--- config.mk ---
export PLATFORM = sky130hd
export DESIGN_NAME = jtopl_eg_ctrl
export DESIGN_NICKNAME = d
export VERILOG_FILES = /design/src/rtl/jtopl_eg_pkg.sv /design/src/rtl/jtopl_eg_step.sv /design/src/rtl/jtopl_eg_ctrl.sv
export SDC_FILE = /design/constraint.sdc
export NUM_CORES = 1
export LEC_CHECK = 0
export ABC_AREA = 0
export BUFFER_PORTS_ARGS = -buffer_cell sky130_fd_sc_hd__buf_2
export CAP_MARGIN = 5
export CORE_ASPECT_RATIO = 0.75
export CORE_MARGIN = 4
export CORE_UTILIZATION = 55
export DETAILED_ROUTE_END_ITERATION = 6
export GPL_TIMING_DRIVEN = 0
export PLACE_DENSITY = 0.84
export SYNTH_ARGS = -nofsm -noshare
export SYNTH_HDL_FRONTEND = slang
export SYNTH_SLANG_ARGS = --single-unit
--- constraint.sdc ---
create_clock -name clk -period 9.3 [get_ports clk]
set_input_delay 0 -clock clk [delete_from_list [all_inputs] [get_ports clk]]
set_output_delay 0 -clock clk [all_outputs]
set_load 0.01 [all_outputs]
--- src/rtl/jtopl_eg_pkg.sv ---
// Shared definitions for the envelope controller: phase encoding, slot record,
// step patterns and the effective-rate helper.
package jtopl_eg_pkg;

  localparam int R6W   = 6;
  localparam int RATEW = 5;
  localparam int BASEW = 4;
  localparam int KCW   = 4;

  typedef enum logic [1:0] {
    EG_ATTACK  = 2'd0,
    EG_DECAY   = 2'd1,
    EG_SUSTAIN = 2'd2,
    EG_RELEASE = 2'd3
  } eg_state_e;

  typedef struct packed {
    eg_state_e st;
    logic      keyon_last;
  } slot_rec_t;

  // Step pattern row selected by the two fractional rate bits.
  function automatic logic [7:0] eg_pat(input logic [1:0] idx);
    logic [7:0] row;
    case (idx)
      2'd0:    row = 8'b10101010;
      2'd1:    row = 8'b11101010;
      2'd2:    row = 8'b11101110;
      default: row = 8'b11111110;
    endcase
    return row;
  endfunction

  // Sum is formed in 7 bits so 4*15+15 saturates to 63 instead of wrapping.
  function automatic logic [R6W-1:0] eg_rate6(input logic [BASEW-1:0] base,
                                             input logic             ksr,
                                             input logic [KCW-1:0]   keycode);
    logic [6:0] sum;
    sum = {1'b0, base, 2'b00} + (ksr ? {3'b000, keycode} : {5'b00000, keycode[3:2]});
    if (base == '0) begin
      return '0;
    end else if (sum > 7'd63) begin
      return 6'd63;
    end else begin
      return sum[R6W-1:0];
    end
  endfunction

endpackage

--- src/rtl/jtopl_eg_step.sv ---
// Combinational step/sum_up generator: maps the 6-bit effective rate and the
// global envelope counter onto the update gate and the pattern step bit.
module jtopl_eg_step
  import jtopl_eg_pkg::*;
#(
  parameter int CNTW = 15
) (
  input  logic [R6W-1:0]  r6_i,
  input  logic [CNTW-1:0] cnt_i,
  output logic            step_o,
  output logic            sum_up_o
);

  logic [7:0]      pattern;
  logic [3:0]      sh;
  logic [2:0]      sel;
  logic [CNTW-1:0] mask;
  logic [CNTW-1:0] shifted;

  always_comb begin
    pattern  = eg_pat(r6_i[1:0]);
    sh       = 4'd0;
    mask     = '0;
    shifted  = cnt_i;
    sel      = cnt_i[2:0];
    step_o   = 1'b0;
    sum_up_o = 1'b0;
    if (r6_i != '0) begin
      // Slow rates only update every 2^sh counts and take pattern bits above the mask.
      if (r6_i[5:2] < 4'd12) begin
        sh       = 4'd11 - r6_i[5:2];
        mask     = (CNTW'(1) << sh) - CNTW'(1);
        shifted  = cnt_i >> sh;
        sel      = shifted[2:0];
        sum_up_o = (cnt_i & mask) == '0;
      end else begin
        sum_up_o = 1'b1;
      end
      step_o = pattern[sel];
    end
  end

endmodule

--- src/rtl/jtopl_eg_ctrl.sv ---
// Envelope controller: global counter, per-slot ADSR phase ring and registered
// rate/step outputs. Optional JTOPL_EG_CNT_FREEZE_EN adds a cnt_freeze input.
module jtopl_eg_ctrl
  import jtopl_eg_pkg::*;
#(
  parameter int SLOTS = 18,
  parameter int CNTW  = 15
) (
  input  logic             clk,
  input  logic             rst,
  input  logic             cen,
  input  logic             zero,
`ifdef JTOPL_EG_CNT_FREEZE_EN
  input  logic             cnt_freeze,
`endif
  input  logic             keyon_I,
  input  logic             en_sus_I,
  input  logic             ksr_I,
  input  logic [KCW-1:0]   keycode_I,
  input  logic [BASEW-1:0] arate_I,
  input  logic [BASEW-1:0] drate_I,
  input  logic [BASEW-1:0] rrate_I,
  input  logic [3:0]       sl_I,
  input  logic [9:0]       eg_in,
  output logic             attack,
  output logic             step,
  output logic [RATEW-1:0] rate,
  output logic             sum_up,
  output logic [1:0]       state
);

  logic [CNTW-1:0]  cnt_q, cnt_d;
  slot_rec_t        ring_q [SLOTS];
  slot_rec_t        head;
  eg_state_e        st_d;
  logic [BASEW-1:0] base;
  logic [R6W-1:0]   r6;
  logic             step_d, sum_up_d;
  logic             cnt_hold;

  logic             attack_q, step_q, sum_up_q;
  logic [RATEW-1:0] rate_q;
  eg_state_e        state_q;

`ifdef JTOPL_EG_CNT_FREEZE_EN
  assign cnt_hold = cnt_freeze;
`else
  assign cnt_hold = 1'b0;
`endif

  // Counter value 0 only exists right after reset; a wrap lands on 1.
  always_comb begin
    cnt_d = cnt_q;
    if (cen && zero && !cnt_hold) begin
      cnt_d = cnt_q + CNTW'(1);
      if (cnt_d == '0) begin
        cnt_d = CNTW'(1);
      end
    end
  end

  always_comb begin
    head = ring_q[SLOTS-1];
    st_d = head.st;
    if (keyon_I && !head.keyon_last) begin
      st_d = EG_ATTACK;
    end else if (!keyon_I) begin
      st_d = EG_RELEASE;
    end else if (head.st == EG_ATTACK && eg_in == '0) begin
      st_d = EG_DECAY;
    end else if (head.st == EG_DECAY && eg_in[9:5] >= {&sl_I, sl_I}) begin
      st_d = EG_SUSTAIN;
    end

    case (st_d)
      EG_ATTACK:  base = arate_I;
      EG_DECAY:   base = drate_I;
      EG_SUSTAIN: base = en_sus_I ? '0 : rrate_I;
      default:    base = rrate_I;
    endcase
    r6 = eg_rate6(base, ksr_I, keycode_I);
  end

  jtopl_eg_step #(
    .CNTW(CNTW)
  ) u_step (
    .r6_i     (r6),
    .cnt_i    (cnt_q),
    .step_o   (step_d),
    .sum_up_o (sum_up_d)
  );

  // The ring is a plain shift register, so a slot's record returns to the head
  // exactly SLOTS cen cycles later regardless of where zero pulses land.
  always_ff @(posedge clk) begin
    if (rst) begin
      cnt_q    <= '0;
      for (int i = 0; i < SLOTS; i++) begin
        ring_q[i] <= '{st: EG_RELEASE, keyon_last: 1'b0};
      end
      attack_q <= 1'b0;
      step_q   <= 1'b0;
      sum_up_q <= 1'b0;
      rate_q   <= '0;
      state_q  <= EG_RELEASE;
    end else begin
      cnt_q <= cnt_d;
      if (cen) begin
        ring_q[0] <= '{st: st_d, keyon_last: keyon_I};
        for (int i = 1; i < SLOTS; i++) begin
          ring_q[i] <= ring_q[i-1];
        end
        attack_q <= (st_d == EG_ATTACK);
        step_q   <= step_d;
        sum_up_q <= sum_up_d;
        rate_q   <= r6[5:1];
        state_q  <= st_d;
      end
    end
  end

  assign attack = attack_q;
  assign step   = step_q;
  assign sum_up = sum_up_q;
  assign rate   = rate_q;
  assign state  = state_q;

endmodule

==> results.ini <==
[routing]
drc = 0
drt-initial-drc-count = 509
num_vias = 4300
drtAntennaViolNets = 0
routedWlPerCell_um = 18.3
routed_wl_um = 12500
routed_via_density = 6.30
drt_pass1_iterations = 5

[final_layout]
fin_nets = 622
synthToLayoutAreaGrowth_pct = 14.2
seq_area_mm2 = 0.00212
drive_gt1_share_pct = 17.9
multi_input_area_mm2 = 0.00261
num_antenna_cells = 0
fill_cells = 700
final_util_pct = 65.3
fin_cells = 683

[cts]
path_clk_slew_ps = 70
cts_root_buf = clkbuf_16
cts_tree = yes
post_cts_buffers = 0
holdBufCountCts = 0
cts_buffer_depth = 2
clkLatencyLatePin_ps = 340
clock_sinks = 79
h-tree-depth = 3
numCtsBuffers = 9
ctsResizeCount = 0

[placed_design]
portBuffers = 45
dp.cells = 667
gp_congestion = 0.972
post-place-ws_ps = 3870
place_hpwl_um = 9040

[die]
ioPinCount = 47
die_y_um = 89.9
die_w_um = 117
rows = 29
die_area_mm2 = 0.0105
core_area_mm2 = 0.00860
start_util_pct = 57.2

[setup_path]
reg2reg_slack_ps = 3690
worstRegToRegCells = 20
end_kind = register
path_max_fanout = 10
worst_setup_path_start_kind = register
crit_start = ring_q[0][52]
r2r_end = sum_up
r2r_start = ring_q[0][52]
required_ps = 9570
cp.arrival_ps = 5880
critPathKind = reg2reg

[yosys]
synth_xor_area_share_pct = 1.43
ys_ff_latch = 79
synth_fp_nets = 565
synthDistinctLibCells = 78
synthTopCellsByCount = edfxtp_1, nor2_1, nand2b_1
yosysMostFrequentCell = edfxtp_1
synthMuxAreaShare_pct = 3.16
ys_top_cells_by_area = edfxtp_1, dfxtp_1, nand2b_1
synth_async_sr_flop_share_pct = 0
ys_warn_count = 0
seq_area_frac_synth_pct = 43.2
synth_area_mm2 = 0.00492
synth_edf_count = 54
synthSimpleGateAreaFrac_pct = 24.5
syn_inst = 513
synth-main-ff-cell = edfxtp_1
synth_top_area_cell = edfxtp_1
synth_top_area_share_pct = 33.0
synth_top_family_by_area = simple AND/OR/NAND/NOR gates
synthAdderAreaFrac_pct = 4.38
synth_compound_gate_area_share_pct = 19.7
avgSynthCellArea_um2 = 9.58

[min_path]
hp-start = zero
hold_class = in2reg
worstHoldPathCells = 4
hold_end = cnt_q[1]

[power_and_ir_drop]
p_per_area_mw_per_mm2 = 171
sequentialPowerShare_pct = 40.7
p_leak_uw = 0.00203
intPower_uw = 667
p_clk_share_pct = 38.9
ir_drop_v = 0.000137
power.switching_uw = 290
finalPower_uw = 957
power_frac_comb_pct = 20.4
switching_share_pct = 30.3

[sta]
clock_skew_ps = 9.24
rsz0062_at_grt = false
maxSlewViolCount = 0
hold_violations = 0
setup_slack_ps = 3690
fin_setup_tns_ps = 0
fin_crit_sh_pct = 60.3
period_needed_ps = 5610
max_freq_mhz = 178
slew_headroom_pct = 50.4
worst_slew_pin_slew_ps = 743
setup_viol = 0

[grt]
grt_overflow_total = 0
track_usage_pct = 23.9
grt_pass1_wl_um = 20200
grt_max_degree = 38
antenna_found_initial = 0
grt_pass1_vias = 4014

[flow_run]
max-cap-violations = 0

[outcome]
status = complete, no violations

[registers in the layout (all words and copies together), names as in the netlist]
signal  count
ring_q     54
cnt_q      15
rate        5
state       2
attack      1
step        1
sum_up      1
[layer usage]
metal | part of all wire [%] | global-route usage [%] | up-vias
met1 | 44 | 36.1 | 2032
li1 | - | - | 2015
met4 | 1.0 | 4.49 | 0
met5 | 0 | 0 | -
met2 | 45 | 35.0 | 237
met3 | 10 | 5.97 | 16
[area by class of cell]
| cell class | instances | share of cell area (%) |
|---|---|---|
| buffer | 27 | 2.12 |
| timing repair buffer | 46 | 4.37 |
| clock buffer | 9 | 4.01 |
| multi-input combinational | 390 | 46.5 |
| sequential | 79 | 37.8 |
| inverter | 17 | 1.14 |
| tap | 108 | 2.41 |
| clock inverter | 7 | 1.61 |
[how the worst max path moves through the flow]
stage | to | slack (ps) | cells after the start
3_5_place_dp | sum_up | 3870 | 20
6_report | sum_up | 3690 | 20
2_1_floorplan | sum_up | 4490 | 21
4_1_cts | sum_up | 3800 | 20
5_1_grt | sum_up | 3260 | 22
3_3_place_gp | sum_up | 3910 | 20
[power groups by stage]
stage                     Sequential [µW]  Clock [µW]  Combinational [µW]
after floorplan                       398           0                 131
after global placement                397           0                 182
after detailed placement              397           0                 187
after CTS                             389         375                 189
after global routing                  390         393                 212
final                                 389         372                 196
[cell usage in the layout, fill, tap and decap left out, types with 5 or more instances in the layout]
cell type  Yosys  layout
a211oi_1       5       5
a21oi_1       26      26
a31oi_1        8       8
and2_1        25      25
and3_1        12      12
buf_2          8      53
clkbuf_1      18      18
clkbuf_16      0       9
dfxtp_1       25      25
edfxtp_1      54      54
ha_1          14      14
inv_1         17      16
mux2i_1       11      11
nand2_1       30      30
nand2b_1      37      37
nand3_1       17      17
nand4_1        6       6
nor2_1        38      38
nor3_1        12      12
o211ai_1      12      12
o21a_1         6       6
o21ai_0       26      26
o21ai_1        6       6
or3_1          5       5
or4_1          5       5
xor2_1         5       5
[through the flow]
stage | cell area (µm²) | hold WS [ps]
6_report | 5610 | 82.2
5_1_grt | 5610 | 110
4_1_cts | 5610 | 69.3
3_5_place_dp | 5300 | 416
3_3_place_gp | 5280 | 411
2_1_floorplan | 4920 | 237
[worst max-delay path, cell delays in order, from the launching register on]
cell and delay [ps]:
edfxtp_1 460, nor4_2 360, nand4_1 220, and2_4 240, nand2_4 100, mux2i_1 210, o21ai_0 100, ha_1 220
fa_1 490, or4_1 550, nand2_1 160, ha_1 240, clkbuf_1 380, nand3_1 170, ha_1 310, inv_1 40
a222oi_1 270, o21ai_0 140, or3_1 400, a2111oi_2 310, a31o_1 200
[cell families (layout without fill, tap and decap cells)]
family	Yosys count	after routing
AND/OR/NAND/NOR	214	214
AO/OA/AOI/OAI	136	136
flip-flops	79	79
buffers and inverters	44	106
adder cells (fa/ha/maj)	17	17
multiplexers	15	15
XOR/XNOR	8	8
Note: power is estimated with default switching activity, not from simulation.
